==> config.mk <==
export PLATFORM = sky130hd
export DESIGN_NAME = alu_md_controller
export DESIGN_NICKNAME = d
export VERILOG_FILES = /design/src/rtl/alu_ctrl_pkg.sv /design/src/rtl/md_iter_unit.sv /design/src/rtl/alu_md_controller.sv
export SDC_FILE = /design/constraint.sdc
export NUM_CORES = 1
export LEC_CHECK = 0
export CORE_ASPECT_RATIO = 1.2
export CORE_MARGIN = 10
export CORE_UTILIZATION = 26
export DETAILED_ROUTE_END_ITERATION = 8
export PLACE_DENSITY = 0.45
export RECOVER_POWER = 100
export SETUP_SLACK_MARGIN = 0.3
export SLEW_MARGIN = 10
export SYNTH_ARGS = -nofsm -noshare
export SYNTH_HDL_FRONTEND = slang
export SYNTH_HIERARCHICAL = 1
export SYNTH_SLANG_ARGS = --single-unit
==> constraint.sdc <==
create_clock -name clk -period 5.4 [get_ports clk]
set_input_delay 0.54 -clock clk [delete_from_list [all_inputs] [get_ports clk]]
set_output_delay 0.54 -clock clk [all_outputs]
set_load 0.01 [all_outputs]
==> src/rtl/alu_ctrl_pkg.sv <==
// Shared encodings for the EX-stage ALU controller and its RV32M sequencer:
// ALUOp groups, base ALU operation codes, Funct7 patterns, M-op and FSM enums.
package alu_ctrl_pkg;
  localparam logic [1:0] ALUOP_MEM    = 2'b00;
  localparam logic [1:0] ALUOP_BRANCH = 2'b01;
  localparam logic [1:0] ALUOP_RI     = 2'b10;
  localparam logic [1:0] ALUOP_JL     = 2'b11;

  localparam logic [3:0] OP_AND   = 4'b0000;
  localparam logic [3:0] OP_OR    = 4'b0001;
  localparam logic [3:0] OP_ADD   = 4'b0010;
  localparam logic [3:0] OP_XOR   = 4'b0011;
  localparam logic [3:0] OP_SUB   = 4'b0110;
  localparam logic [3:0] OP_SLT   = 4'b0111;
  localparam logic [3:0] OP_SLL   = 4'b1000;
  localparam logic [3:0] OP_SRL   = 4'b1001;
  localparam logic [3:0] OP_SRA   = 4'b1010;
  localparam logic [3:0] OP_SLTU  = 4'b1011;
  localparam logic [3:0] OP_PASSB = 4'b1100;

  localparam logic [6:0] FUNCT7_BASE   = 7'b0000000;
  localparam logic [6:0] FUNCT7_ALT    = 7'b0100000;
  localparam logic [6:0] FUNCT7_MULDIV = 7'b0000001;

  typedef enum logic [2:0] {
    MD_MUL, MD_MULH, MD_MULHSU, MD_MULHU, MD_DIV, MD_DIVU, MD_REM, MD_REMU
  } md_op_e;

  typedef enum logic [1:0] {ST_IDLE, ST_CALC, ST_DONE} md_state_e;
endpackage

==> src/rtl/md_iter_unit.sv <==
// Iterative RV32M datapath: shift-add multiply and restoring divide on magnitudes,
// one bit per cycle, with sign fix-up and divide-by-zero/overflow shortcuts.
module md_iter_unit
  import alu_ctrl_pkg::*;
#(
  parameter int XLEN = 32
) (
  input  logic            clk,
  input  logic            reset,
  input  logic            start,
  input  logic            abort,
  input  md_op_e          op,
  input  logic [XLEN-1:0] a,
  input  logic [XLEN-1:0] b,
  output logic            special,
  output logic            busy,
  output logic            done,
  output logic [XLEN-1:0] result
);
  localparam int CNT_W = $clog2(XLEN);

  logic            r_busy, r_neg_p, r_neg_r;
  logic [CNT_W-1:0] r_cnt;
  md_op_e          r_op;
  logic [XLEN-1:0] r_hi, r_lo, r_opnd, r_result;

  logic            w_sa, w_sb, w_div_zero, w_ovf, w_ge;
  logic [XLEN-1:0] w_mag_a, w_mag_b, w_special_res;
  logic [XLEN:0]   w_sum, w_shift, w_trial;
  logic [XLEN-1:0] w_hi_nx, w_lo_nx, w_quo, w_rem, w_final;
  logic [2*XLEN-1:0] w_prod;

  assign w_sa = a[XLEN-1] && (op == MD_MULH || op == MD_MULHSU || op == MD_DIV || op == MD_REM);
  assign w_sb = b[XLEN-1] && (op == MD_MULH || op == MD_DIV || op == MD_REM);
  assign w_mag_a = w_sa ? -a : a;
  assign w_mag_b = w_sb ? -b : b;

  assign w_div_zero = op[2] && (b == '0);
  assign w_ovf = (op == MD_DIV || op == MD_REM) && (a == {1'b1, {(XLEN-1){1'b0}}}) && (b == '1);
  assign special = w_div_zero || w_ovf;
  // op[1] separates the remainder ops from the quotient ops inside the divide group
  assign w_special_res = w_div_zero ? (op[1] ? a : '1) : (op[1] ? '0 : a);

  // Multiply: {hi,lo} holds partial product and remaining multiplier bits.
  assign w_sum = {1'b0, r_hi} + (r_lo[0] ? {1'b0, r_opnd} : '0);
  // Divide: hi holds the partial remainder, lo shifts dividend out and quotient in.
  assign w_shift = {r_hi, r_lo[XLEN-1]};
  assign w_trial = w_shift - {1'b0, r_opnd};
  assign w_ge = !w_trial[XLEN];

  assign w_hi_nx = r_op[2] ? (w_ge ? w_trial[XLEN-1:0] : w_shift[XLEN-1:0]) : w_sum[XLEN:1];
  assign w_lo_nx = r_op[2] ? {r_lo[XLEN-2:0], w_ge} : {w_sum[0], r_lo[XLEN-1:1]};

  assign w_prod = r_neg_p ? -{w_hi_nx, w_lo_nx} : {w_hi_nx, w_lo_nx};
  assign w_quo  = r_neg_p ? -w_lo_nx : w_lo_nx;
  assign w_rem  = r_neg_r ? -w_hi_nx : w_hi_nx;

  always_comb begin
    w_final = w_prod[2*XLEN-1:XLEN];
    case (r_op)
      MD_MUL:           w_final = w_prod[XLEN-1:0];
      MD_DIV, MD_DIVU:  w_final = w_quo;
      MD_REM, MD_REMU:  w_final = w_rem;
      default:          w_final = w_prod[2*XLEN-1:XLEN];
    endcase
  end

  assign done   = r_busy && (r_cnt == CNT_W'(XLEN-1));
  assign busy   = r_busy;
  assign result = r_result;

  always_ff @(posedge clk or posedge reset) begin
    if (reset) begin
      r_busy   <= 1'b0;
      r_cnt    <= '0;
      r_op     <= MD_MUL;
      r_neg_p  <= 1'b0;
      r_neg_r  <= 1'b0;
      r_hi     <= '0;
      r_lo     <= '0;
      r_opnd   <= '0;
      r_result <= '0;
    end else if (abort) begin
      r_busy <= 1'b0;
    end else if (start) begin
      r_cnt   <= '0;
      r_op    <= op;
      r_neg_p <= w_sa ^ w_sb;
      r_neg_r <= w_sa;
      r_hi    <= '0;
      r_lo    <= op[2] ? w_mag_a : w_mag_b;
      r_opnd  <= op[2] ? w_mag_b : w_mag_a;
      r_busy  <= !special;
      if (special) r_result <= w_special_res;
    end else if (r_busy) begin
      r_hi  <= w_hi_nx;
      r_lo  <= w_lo_nx;
      r_cnt <= r_cnt + 1'b1;
      if (done) begin
        r_busy   <= 1'b0;
        r_result <= w_final;
      end
    end
  end
endmodule

==> src/rtl/alu_md_controller.sv <==
// EX-stage ALU controller: base ALU op decode plus an RV32M sequencer that
// stalls the pipeline while the iterative multiply/divide unit runs.
module alu_md_controller
  import alu_ctrl_pkg::*;
#(
  parameter int XLEN  = 32,
  parameter int OP_W  = 4,
  parameter bit MD_EN = 1'b1
) (
  input  logic            clk,
  input  logic            reset,
  input  logic            valid_i,
  input  logic [1:0]      ALUOp,
  input  logic [6:0]      Funct7,
  input  logic [2:0]      Funct3,
  input  logic            RType_i,
  input  logic [XLEN-1:0] SrcA,
  input  logic [XLEN-1:0] SrcB,
  input  logic            flush_i,
  output logic [OP_W-1:0] Operation,
  output logic            md_sel,
  output logic            stall,
  output logic [XLEN-1:0] md_result,
  output logic            md_valid
);
  md_state_e   r_state, w_state_next;
  logic [3:0]  w_op;
  logic        w_md_req, w_start, w_special, w_busy, w_done;

  always_comb begin
    w_op = OP_ADD;
    case (ALUOp)
      ALUOP_MEM: w_op = OP_ADD;
      ALUOP_JL:  w_op = OP_PASSB;
      ALUOP_BRANCH: begin
        case (Funct3)
          3'b000, 3'b001: w_op = OP_SUB;
          3'b100, 3'b101: w_op = OP_SLT;
          3'b110, 3'b111: w_op = OP_SLTU;
          default:        w_op = OP_ADD;
        endcase
      end
      default: begin
        case (Funct3)
          // I-type immediates can carry 0100000 in the Funct7 field; only R-type subtracts
          3'b000:  w_op = (RType_i && Funct7 == FUNCT7_ALT) ? OP_SUB : OP_ADD;
          3'b001:  w_op = OP_SLL;
          3'b010:  w_op = OP_SLT;
          3'b011:  w_op = OP_SLTU;
          3'b100:  w_op = OP_XOR;
          3'b101:  w_op = (Funct7 == FUNCT7_ALT) ? OP_SRA : OP_SRL;
          3'b110:  w_op = OP_OR;
          default: w_op = OP_AND;
        endcase
      end
    endcase
  end

  assign Operation = OP_W'(w_op);
  assign w_md_req  = MD_EN && valid_i && (ALUOp == ALUOP_RI) && RType_i && (Funct7 == FUNCT7_MULDIV);

  md_iter_unit #(.XLEN(XLEN)) u_md (
    .clk     (clk),
    .reset   (reset),
    .start   (w_start),
    .abort   (flush_i),
    .op      (md_op_e'(Funct3)),
    .a       (SrcA),
    .b       (SrcB),
    .special (w_special),
    .busy    (w_busy),
    .done    (w_done),
    .result  (md_result)
  );

  always_ff @(posedge clk or posedge reset) begin
    if (reset) r_state <= ST_IDLE;
    else       r_state <= w_state_next;
  end

  always_comb begin
    w_state_next = r_state;
    w_start      = 1'b0;
    if (flush_i) begin
      w_state_next = ST_IDLE;
    end else begin
      case (r_state)
        ST_IDLE: if (w_md_req) begin
          w_start      = 1'b1;
          w_state_next = w_special ? ST_DONE : ST_CALC;
        end
        ST_CALC: begin
          if (w_done)       w_state_next = ST_DONE;
          else if (!w_busy) w_state_next = ST_IDLE;
        end
        default: w_state_next = ST_IDLE;
      endcase
    end
  end

  // DONE still sees the same instruction, so md_req is deliberately ignored there
  assign stall    = ((r_state == ST_IDLE) && w_md_req) || (r_state == ST_CALC);
  assign md_valid = (r_state == ST_DONE) && !flush_i;
  assign md_sel   = md_valid;
endmodule
==> results of run 1 <==
==> final timing paths <==
check	from	end	slack (ns)
hold reg to reg	u_md/result[5]	u_md/result[5]	0.48
setup / recovery	u_md/r_lo[31]	u_md/result[30]	0.29
hold / removal	reset	r_state[1]	0.46
setup reg to reg	u_md/r_lo[31]	u_md/result[30]	0.29
max in group asynchronous	reset	u_md/r_hi[10]	2.27
min in group clk	u_md/result[5]	u_md/result[5]	0.48
==> synthesized netlist by cell type, types with 16 or more instances <==
library cell | instances | area (um^2)
inv_1 | 73 | 274.0
nor2_1 | 170 | 638.1
nand3_1 | 54 | 270.3
ha_1 | 71 | 888.4
nand2b_1 | 20 | 125.1
buf_2 | 19 | 95.09
or3_1 | 16 | 100.1
xnor2_1 | 89 | 779.5
clkbuf_1 | 108 | 405.4
dfrtp_1 | 141 | 3528
o31ai_1 | 28 | 210.2
a31oi_1 | 23 | 143.9
o22ai_1 | 16 | 100.1
o221ai_1 | 27 | 236.5
and2_1 | 50 | 312.8
xor2_1 | 82 | 718.2
mux2i_1 | 36 | 360.4
a22o_1 | 25 | 219.0
a211oi_1 | 19 | 142.6
o211ai_1 | 42 | 315.3
nor4_1 | 21 | 131.4
maj3_1 | 19 | 190.2
nor3_1 | 44 | 220.2
o21ai_1 | 25 | 125.1
nor2b_1 | 18 | 112.6
and3_1 | 20 | 125.1
a21o_1 | 26 | 195.2
o21a_1 | 18 | 135.1
a21oi_1 | 207 | 1036
nand4_1 | 35 | 219.0
o21ai_0 | 216 | 1081
nand2_1 | 264 | 991.0
==> metrics by stage <==
stage	instance area, um^2	total power [uW]	util, %	instances
global placement	19330	1565	31.08	3193
detailed placement	19330	1567	31.08	3193
global route	20510	3029	32.99	3245
finish	20520	2938	33.00	3247
CTS	20040	2950	32.22	3227
floorplan	16350	1315	-	2233
==> sequential cells by signal, summed over array words and instances, names as in the netlist <==
name / count
r_state: 2
u_md/r_op: 3
u_md/r_neg_p: 1
u_md/busy: 1
u_md/result: 32
u_md/r_hi: 32
u_md/r_cnt: 5
u_md/r_neg_r: 1
u_md/r_opnd: 32
u_md/r_lo: 32
==> cells by family (layout without fill, tap and decap cells) <==
| kind of cell | Yosys count | after routing |
|---|---|---|
| buffers and inverters | 216 | 412 |
| multiplexers | 47 | 47 |
| flip-flops | 141 | 141 |
| AO/OA/AOI/OAI | 789 | 789 |
| AND/OR/NAND/NOR | 777 | 777 |
| XOR/XNOR | 171 | 171 |
| adder cells (fa/ha/maj) | 92 | 92 |
| other | 0 | 2 |
==> layout make-up <==
class,count,area [um^2]
inverters,76,290.3
flip-flops and latches,141,3533
diodes,2,5.005
repair buffers,304,2600
well taps,816,1021
clock buffers,18,439.2
multi-input cells,1876,12420
fillers,6699,41670
clock inverters,14,206.4
==> power breakdown <==
part | switching, uW | internal (uW)
registers | 3.26 | 1060
clock network | 577 | 796
logic | 321 | 183
==> worst max-delay path: stages, from the launching register on <==
cell      delay (ns)
dfrtp_1         0.37
inv_1           0.06
ha_2            0.18
inv_2           0.04
fa_2            0.39
a211oi_4        0.28
nor3_4          0.07
o211a_1         0.27
o211ai_1        0.26
buf_4           0.17
a21oi_4         0.07
buf_12          0.16
or4b_4          0.57
a31oi_4         0.18
or4b_1          0.55
or2_1           0.27
a2111o_1        0.45
o31ai_2         0.27
xnor2_1         0.14
nor4_1          0.06
nor3_1          0.18
==> routing by layer <==
layer	global-route usage (%)	vias to the layer above
met1	26.74	8945
met3	2.354	119
met2	37.59	657
met5	0	-
met4	12.10	0
li1	-	8591
==> repair_timing <==
item / CTS / global route
pin swaps: 5 / 39
buffers inserted: 2 / 18
resized for setup: 13 / 87
endpoints found under the setup margin: 18 / 26
hold endpoints to repair: 0 / 0
==> results.md, run 1 <==
* Status: complete, but fails checks
* Failing checks: max-capacitance violations, max-slew violations
* Post-synthesis simple-gate area fraction at 23.43%
* Skew-Pair Late Insertion Delay at 0.47 ns
* Synth Area in Compound Gates at 30.79%
* Startpoint Class: flop
* Metal2 WL at 40770 um
* Hold Crit Class: in -> async
* Endpoints failing setup at 0
* Worst-path maximum fanout at 15
* Met3 wire length at 3903 um
* Num CTS Buffers at 17
* Die Y at 294.7 um
* WP data required at 5.78 ns
* Vias in the first global route at 17840
* Post-synthesis adder-cell area fraction at 6.843%
* Most frequent cells in the layout: nand2_1 (263), o21ai_0 (213), a21oi_1 (202), buf_4 (171), nor2_1 (167)
* Fin. max-slew vios at 232
* Avg Inst Size Synth at 7.320 um^2
* M1 wire length at 34670 um
* Core area at 62180 um^2
* Syn Nets at 2387
* Worst hold slack at 0.4605 ns
* Max-Cap Viols at 5
* Post-route minimum period at 5.110 ns
* Final TNS setup at 0 ns
* Worst R2R Path Depth at 20
* DR WL/cell at 25.88 um
* Gr ovfl total at 0
* Vias per std cell at 5.640
* Initial antenna violation count at 0
* RSZ-0062 raised after global routing: yes
* Post-route DRC at 0
* Yosys reg bits at 141
* Post-route antenna net violation count at 0
* Vias at 18310
* Most common cell after layout, fill and taps aside: nand2_1
* Top Layer Used: met4
* Layout cells sized above 1 at 14.04%
* VDD IR max at 0.2332 mV
* Final period utilization at 94.63%
* Final Worst Setup Slack at 0.2900 ns
* Syn Inst Count at 2233
* Max Clock Freq at 195.7 MHz
* Place WS at -0.1973 ns
* Routed WL at 84040 um
* Die ar. at 73340 um^2
* Post-synth top flop: dfrtp_1
* Clock Path Buffers at 2
* Static leakage at 0.008894 uW
* Main combinational cell family by area after synthesis: compound AO/OA/AOI/OAI gates
* CTS tree: yes
* I/O Buffers at 119
* Hpwl dp at 66650 um
* Chip Width at 248.9 um
* Final Hold Fails at 0
* Power per cell area at 143.2 nW/um^2
* Clock transition at path regs at 0.07 ns
* Kind of critical path: reg -> reg
* Critical Path AT at 5.49 ns
* Worst-margin pin slew at 1.932 ns
* Cell area after synthesis at 16350 um^2
* Yosys warning total at 6
* Synth Area in XOR/XNOR at 9.163%
* Mux cell area share after synthesis at 2.962%
* First-pass iteration count of the detailed router at 6
* Clock sink count at 141
* Relative slew slack at -28.77%
* Asr flop ratio synth at 100.0%
* Routability cong. at 0.9254
* Rows at 100
* Crit. End Element: flop
* Largest net degree at the start of global routing at 112
* Area Overhead vs Synth at 25.54%
* Number of synthesized flops with an enable pin at 0
* Hold Buf Count CTS at 0
* DR iter-0 viols at 1387
* Initial Util at 26.29%
* # nets final at 2570
* Number of distinct library cells after synthesis at 107
* Tot GR Track Use at 22.03%
* First-pass GRT wire length at 122400 um
* Fin Clk Skew at 0.01281 ns
* I/O Pins at 120
* Root buffer cell: clkbuf_16
* Register area share after synthesis at 21.59%
* Max H-tree Level at 4
Note: power is estimated with default switching activity, not from simulation.
==> inputs of run 2 (changes only) <==
- SLEW_MARGIN: 10 -> 20
==> results of run 2 <==
Final layout, timing and power as in run 1 (identical DEF).
==> inputs of run 3 (changes only) <==
- GPL_TIMING_DRIVEN: default -> 1
==> results of run 3 <==
Final layout, timing and power as in run 1 (identical DEF).
